## src/rtl/cnn_pkg.sv

```systemverilog
// cnn_pkg: shared state encoding and widths for the CNN feature-map blocks
package cnn_pkg;
  localparam int CNN_SIZE_W = 8;
  localparam int CNN_ADDR_W = 16;
  typedef enum logic [1:0] {IDLE, RUN, DONE} cnn_state_t;
endpackage

```

## src/rtl/ofmap_addr_gen.sv

```systemverilog
// ofmap_addr_gen: raster row/col/linear write-address counters for a size x size map
module ofmap_addr_gen
  import cnn_pkg::*;
#(
  parameter int ADDR_W = CNN_ADDR_W
) (
  input  logic                  clk,
  input  logic                  rst_n,
  input  logic                  clr,
  input  logic                  step,
  input  logic [CNN_SIZE_W-1:0] size,
  output logic [ADDR_W-1:0]     addr,
  output logic                  last
);
  localparam logic [CNN_SIZE_W-1:0] ONE = CNN_SIZE_W'(1);
  logic [CNN_SIZE_W-1:0] size_q, row, col;
  logic [ADDR_W-1:0] size_sq;
  logic col_wrap;
  assign col_wrap = col == size_q - ONE;
  // size^2 is latched with size so the terminal compare stays a plain equality
  assign last = addr == size_sq - ADDR_W'(1);
  always_ff @(posedge clk or negedge rst_n) begin
    if (!rst_n) begin
      size_q  <= '0;
      size_sq <= '0;
      row     <= '0;
      col     <= '0;
      addr    <= '0;
    end else if (clr) begin
      size_q  <= size;
      size_sq <= ADDR_W'(size) * ADDR_W'(size);
      row     <= '0;
      col     <= '0;
      addr    <= '0;
    end else if (step) begin
      col  <= col_wrap ? '0 : col + ONE;
      row  <= col_wrap ? row + ONE : row;
      addr <= addr + ADDR_W'(1);
    end
  end
endmodule

```

## src/rtl/cnn_ofmap_writer.sv

```systemverilog
// cnn_ofmap_writer: streams output pixels into the feature-map buffer in raster order.
// Optional CNN_OFMAP_RELU_EN clamps negative pixels to zero before the write register.
module cnn_ofmap_writer
  import cnn_pkg::*;
#(
  parameter int DATA_W = 16,
  parameter int ADDR_W = CNN_ADDR_W
) (
  input  logic                  clk,
  input  logic                  rst_n,
  input  logic                  start,
  input  logic                  enable,
  input  logic [CNN_SIZE_W-1:0] size,
  input  logic                  in_valid,
  output logic                  in_ready,
  input  logic [DATA_W-1:0]     in_data,
  output logic                  wr_en,
  output logic [ADDR_W-1:0]     wr_addr,
  output logic [DATA_W-1:0]     wr_data,
  output logic                  busy,
  output logic                  done
);
  cnn_state_t state;
  logic accept, clr, last, size_zero;
  logic [ADDR_W-1:0] addr;
  logic [DATA_W-1:0] pix;
  assign in_ready  = state == RUN && enable;
  assign accept    = in_valid && in_ready;
  assign clr       = state == IDLE && start;
  assign busy      = state != IDLE;
  assign size_zero = size == '0;
`ifdef CNN_OFMAP_RELU_EN
  assign pix = in_data[DATA_W-1] ? '0 : in_data;
`else
  assign pix = in_data;
`endif
  ofmap_addr_gen #(.ADDR_W(ADDR_W)) u_addr_gen (
    .clk  (clk),
    .rst_n(rst_n),
    .clr  (clr),
    .step (accept),
    .size (size),
    .addr (addr),
    .last (last)
  );
  always_ff @(posedge clk or negedge rst_n) begin
    if (!rst_n) begin
      state   <= IDLE;
      wr_en   <= 1'b0;
      wr_addr <= '0;
      wr_data <= '0;
      done    <= 1'b0;
    end else begin
      wr_en <= accept;
      done  <= 1'b0;
      if (accept) begin
        wr_addr <= addr;
        wr_data <= pix;
      end
      unique case (state)
        IDLE: if (start) begin
          state <= size_zero ? DONE : RUN;
          done  <= size_zero;
        end
        RUN: if (accept && last) begin
          state <= DONE;
          done  <= 1'b1;
        end
        default: state <= IDLE;
      endcase
    end
  end
endmodule

```

## config.mk

```make
export PLATFORM = sky130hd
export DESIGN_NAME = cnn_ofmap_writer
export DESIGN_NICKNAME = d
export VERILOG_FILES = /design/src/rtl/cnn_pkg.sv /design/src/rtl/ofmap_addr_gen.sv /design/src/rtl/cnn_ofmap_writer.sv
export SDC_FILE = /design/constraint.sdc
export NUM_CORES = 1
export LEC_CHECK = 0
export ABC_CLOCK_PERIOD_IN_PS = 4300
export CAP_MARGIN = 20
export CORE_MARGIN = 3
export CORE_UTILIZATION = 62
export CTS_BUF_LIST = sky130_fd_sc_hd__clkbuf_4 sky130_fd_sc_hd__clkbuf_8
export DETAILED_ROUTE_END_ITERATION = 7
export PLACE_DENSITY = 0.89
export SLEW_MARGIN = 40
export SYNTH_ARGS = -nofsm -noshare
export SYNTH_HDL_FRONTEND = slang
export SYNTH_SLANG_ARGS = --single-unit
```

## constraint.sdc

```tcl
create_clock -name clk -period 4.3 [get_ports clk]
set_input_delay 0.645 -clock clk [delete_from_list [all_inputs] [get_ports clk]]
set_output_delay 0.645 -clock clk [all_outputs]
set_load 0.05 [all_outputs]
```

==> results <==
- By area the synthesized netlist is led by sky130_fd_sc_hd__dfrtp_1 35%, sky130_fd_sc_hd__nand2_1 11%, sky130_fd_sc_hd__fa_1 10%.
- The detailed-route DRC error count is 0.
- The post-detailed-route via-to-cell ratio is 5.471.
- The net switching power is 1.496 mW.
- The site row count is 31.
- The number of distinct library cells after synthesis is 54.
- The number of CTS-inserted buffers is 9.
- The wire length per cell after detailed routing is 15.06 µm.
- Pin placement for this block handled 65 I/O pins.
- Across every metal layer, demand over resource in global routing totals 26.40%.
- The root buffer cell chosen for the clock tree is sky130_fd_sc_hd__clkbuf_8.
- The post-route clock period utilization is between 90% and 100%.
- Before antenna repair, the detailed router went through 4 iterations.
- The number of hold-slack violations in the final timing report is 0.
- For this run, the register share of the synthesized area comes to around a third.
- In the synthesized netlist the async set-or-reset flop fraction comes to 100.0%.
- The commonest cells after synthesis are 134 x sky130_fd_sc_hd__nand2_1, 67 x sky130_fd_sc_hd__dfrtp_1, 56 x sky130_fd_sc_hd__inv_1, 32 x sky130_fd_sc_hd__xnor2_1, 30 x sky130_fd_sc_hd__ha_1.
- The number of buffers inserted by port buffering is 64.
- The later pin in the worst-skew pair is clocked with a latency of around 350 ps.
- The number of cells on the worst reg-to-reg path is 6.
- Compared with the post-synthesis result, the final layout area differs by 27.41%.
- The average footprint of a synthesized cell is 8.729 µm².
- The signal on the critical path passes through dlygate4sd2_1, and2_4, fa_2, fa_2, inv_1, fa_2, fa_1, inv_1, ha_4, nor2_4, nor2_2, a31oi_2, o31ai_2, xnor2_1, o21ai_0.
- The power share of the combinational group is 56.6%.
- The iteration-0 DRC count of the detailed router is 192.
- The fraction of post-synthesis cell area in the top cell type by area is 35.05%.
- The level count of the clock H-tree is 3.
- The power per cell area is 547.4 mW/mm².
- The arrival time of data at the critical path endpoint is 4400 ps.
- Measured against its own limit, the worst slew margin works out to between 50% and 60%.
- The net count reported at finish is 726.
- The smallest hold slack is 322.7 ps.
- The clock network accounts for 14.6% of the total power.
- The number of maximum-capacitance violations is 0.
- In this run the static leakage power is ~3 nW.
- The synthesized design contains 0 enable-type register cells.
- From bottom edge to top edge, the die measures 93.84 µm.
- The worst reg2reg path startpoint is u_addr_gen.size_sq[0].
- In this run the worst hold path is classified as in2async.
- The capturing point of the worst reg2reg path is state[0].
- The endpoint of the most critical setup path is u_addr_gen.size_sq[14].
- The internal reg-to-reg setup slack is 1490 ps.
- Clock-pin slew was measured on the worst setup and hold paths at roughly 70 ps.
- The number of max-slew violations in the final report was 0.
- The die covers 0.008805 mm².
- After synthesis, the largest family of logic cells by area is simple AND/OR/NAND/NOR gates.
- The sum of net half-perimeters after detailed placement is slightly above 8 mm.
- From left edge to right edge, the die measures 93.84 µm.
- The maximum clock frequency is 238.0 MHz.
- The detailed-route via count is 4081.
- The starting density of the core is 64.91%.
- The dominant cell type by area after synthesis is sky130_fd_sc_hd__dfrtp_1.
- The number of global-route vias before repair is 4096.
- Summing the areas of all and, or, nand and nor instances in the mapped netlist gives 23.23% of the synthesized area.
- The final sum of negative setup slack is 0 ps.
- Among the stages of the critical path, the cell type that occurs most often is sky130_fd_sc_hd__fa_2.
- The first global-routing pass estimated 18.42 mm of wire.
- The internal power is 1.840 mW.
- The worst setup path is of the in2reg kind.
- The switching share of power is 44.85%.
- The final routed wirelength across all metal layers is 11.24 mm.
- The worst setup path is launched from an input pin.
- The sequential group share of total power is 28.8%.
- Multiplexer cells account for 0.2093% of the synthesized area.
- The launching instance or port of the critical path is size[1].
- The maximum fanout along the worst path is 3.
- Counting every sink on the clock net gives 67.
- The number of storage elements in the synthesis netlist is 67.
- The number of buffers and inverters on the critical path is 3.
- The worst setup path is captured at a flip-flop.
- The initial antenna violation count is 0.
- Hold repair after CTS inserted 0 buffers.
- At the pin with the least slew margin, the transition time is 666.5 ps.
- Summing the areas of all xor and xnor instances in the mapped netlist gives 8.606% of the synthesized area.
- TritonCTS built the clock tree.
- Synthesis produced a netlist whose cell count is 548.
- The routed design could run at a clock period as short as 4202 ps.
- Once detail routing completed, the nets flagged for antenna violations numbered 0.
- The largest individual stage delay along the critical path comes from the cell sky130_fd_sc_hd__fa_2.
- Routability-driven placement finished with a final weighted congestion of about 0.85.
- Across the VDD grid, the largest voltage drop is approximately 0.27 mV.
- The overall overflow remaining after global route is 0.
- Grouping stages by cell kind, the critical path spends the most delay in adder cells.
- The worst clock skew on the final layout is between 10 and 15 ps.
- The number of warnings printed during yosys synthesis is 0.
- The critical path runs through a total of 15 cells.
- The maximum number of pins on one net before global-route repair is 40.
- In the synthesized netlist the dominant register cell turns out to be sky130_fd_sc_hd__dfrtp_1.
- The maximum cell stage delay along the critical path is ~570 ps.
- The core area is 0.007370 mm².
- The fraction of the mapped netlist area in adder cells is between 15 and 20%.
- Setup violations remaining at the end of the flow were counted as 0.
- The synthesized netlist occupies a cell area of between 0.004 and 0.005 mm².
- The worst path required time is 4500 ps.
- The number of nets handed over by synthesis was around 630.
- The most common cell in the synthesized netlist is sky130_fd_sc_hd__nand2_1.
- Summing the areas of all compound-gate instances in the mapped netlist gives 8.161% of the synthesized area.
- 0 antenna diodes ended up in the layout.
- The longest clock path from root to sink contains 2 buffers.
- The ratio of cells with drive above 1 in the final layout is 16.85%.
- The run finished with clean final reports.
[kinds of logic (layout without fill, tap and decap cells)]
logic type	after synthesis	after routing
AND/OR/NAND/NOR	235	235
buffers and inverters	81	180
flip-flops	67	67
AO/OA/AOI/OAI	62	62
adder cells (fa/ha/maj)	55	55
XOR/XNOR	47	47
multiplexers	1	1
[power groups by stage]
stage / clock (mW) / sequential [mW] / combinational, mW
2_1_floorplan: 0 / 1.11 / 0.977
3_3_place_gp: 0 / 0.956 / 1.58
3_5_place_dp: 0 / 0.970 / 1.67
4_1_cts: 0.493 / 0.959 / 1.71
5_1_grt: 0.518 / 0.987 / 2.05
6_report: 0.488 / 0.961 / 1.89
[sequential cells by signal, indices dropped and copies added (netlist names)]
signal              flops
done                    1
u_addr_gen.size_sq     15
wr_data                16
wr_en                   1
u_addr_gen.addr        16
state                   2
wr_addr                16
[how the worst min path moves through the flow]
stage,cells after the start,endpoint,start
6_report,1,u_addr_gen.addr[2],rst_n
2_1_floorplan,0,done,rst_n
3_5_place_dp,2,wr_addr[15],wr_addr[15]
3_3_place_gp,2,wr_data[1],wr_data[1]
4_1_cts,1,u_addr_gen.addr[2],rst_n
5_1_grt,1,u_addr_gen.addr[2],rst_n
[placed cells by master, fill, tap and decap left out, types with 16 or more instances in the layout]
master,Yosys,layout
sky130_fd_sc_hd__and2_1,21,16
sky130_fd_sc_hd__buf_4,0,41
sky130_fd_sc_hd__clkdlybuf4s50_1,0,55
sky130_fd_sc_hd__dfrtp_1,67,67
sky130_fd_sc_hd__fa_1,25,22
sky130_fd_sc_hd__ha_1,30,26
sky130_fd_sc_hd__inv_1,56,54
sky130_fd_sc_hd__nand2_1,134,133
sky130_fd_sc_hd__nor2_1,27,25
sky130_fd_sc_hd__o21ai_0,27,18
sky130_fd_sc_hd__xnor2_1,32,32
[per-layer routing]
layer | track usage, % | vias up | part of all wire, %
li1 | - | 1962 | -
met1 | 31.30 | 1957 | 39
met2 | 46.84 | 127 | 52
met3 | 4.728 | 35 | 4.7
met4 | 11.19 | 0 | 3.5
met5 | 0 | - | 0
[stage by stage]
| step | power [mW] | utilization [%] | setup slack (ps) | cells | cell area, µm² |
|---|---|---|---|---|---|
| after floorplan | 2.090 | - | -9.302 | 548 | 4827 |
| after global placement | 2.537 | 78.62 | -544.6 | 729 | 5794 |
| after detailed placement | 2.636 | 78.64 | -751.3 | 729 | 5796 |
| after CTS | 3.160 | 81.58 | 3.439 | 746 | 6012 |
| after global routing | 3.553 | 82.70 | -32.81 | 746 | 6095 |
| final | 3.336 | 82.70 | 98.03 | 746 | 6095 |
[cell type report]
type	instances	area [µm²]
Sequential cell	67	1677
Fill cell	416	1275
Timing Repair Buffer	107	929.6
Tap cell	99	123.9
Inverter	57	214.0
Clock buffer	11	151.4
Multi-Input combinational cell	400	2962
Clock inverter	5	37.54
[repair_timing]
item	4_1_cts	5_1_grt
buffers inserted	1	0
cloned	0	0
setup endpoints to repair	8	7
resized for setup	22	39
pin swaps	7	13
Note: power is estimated with default switching activity, not from simulation.
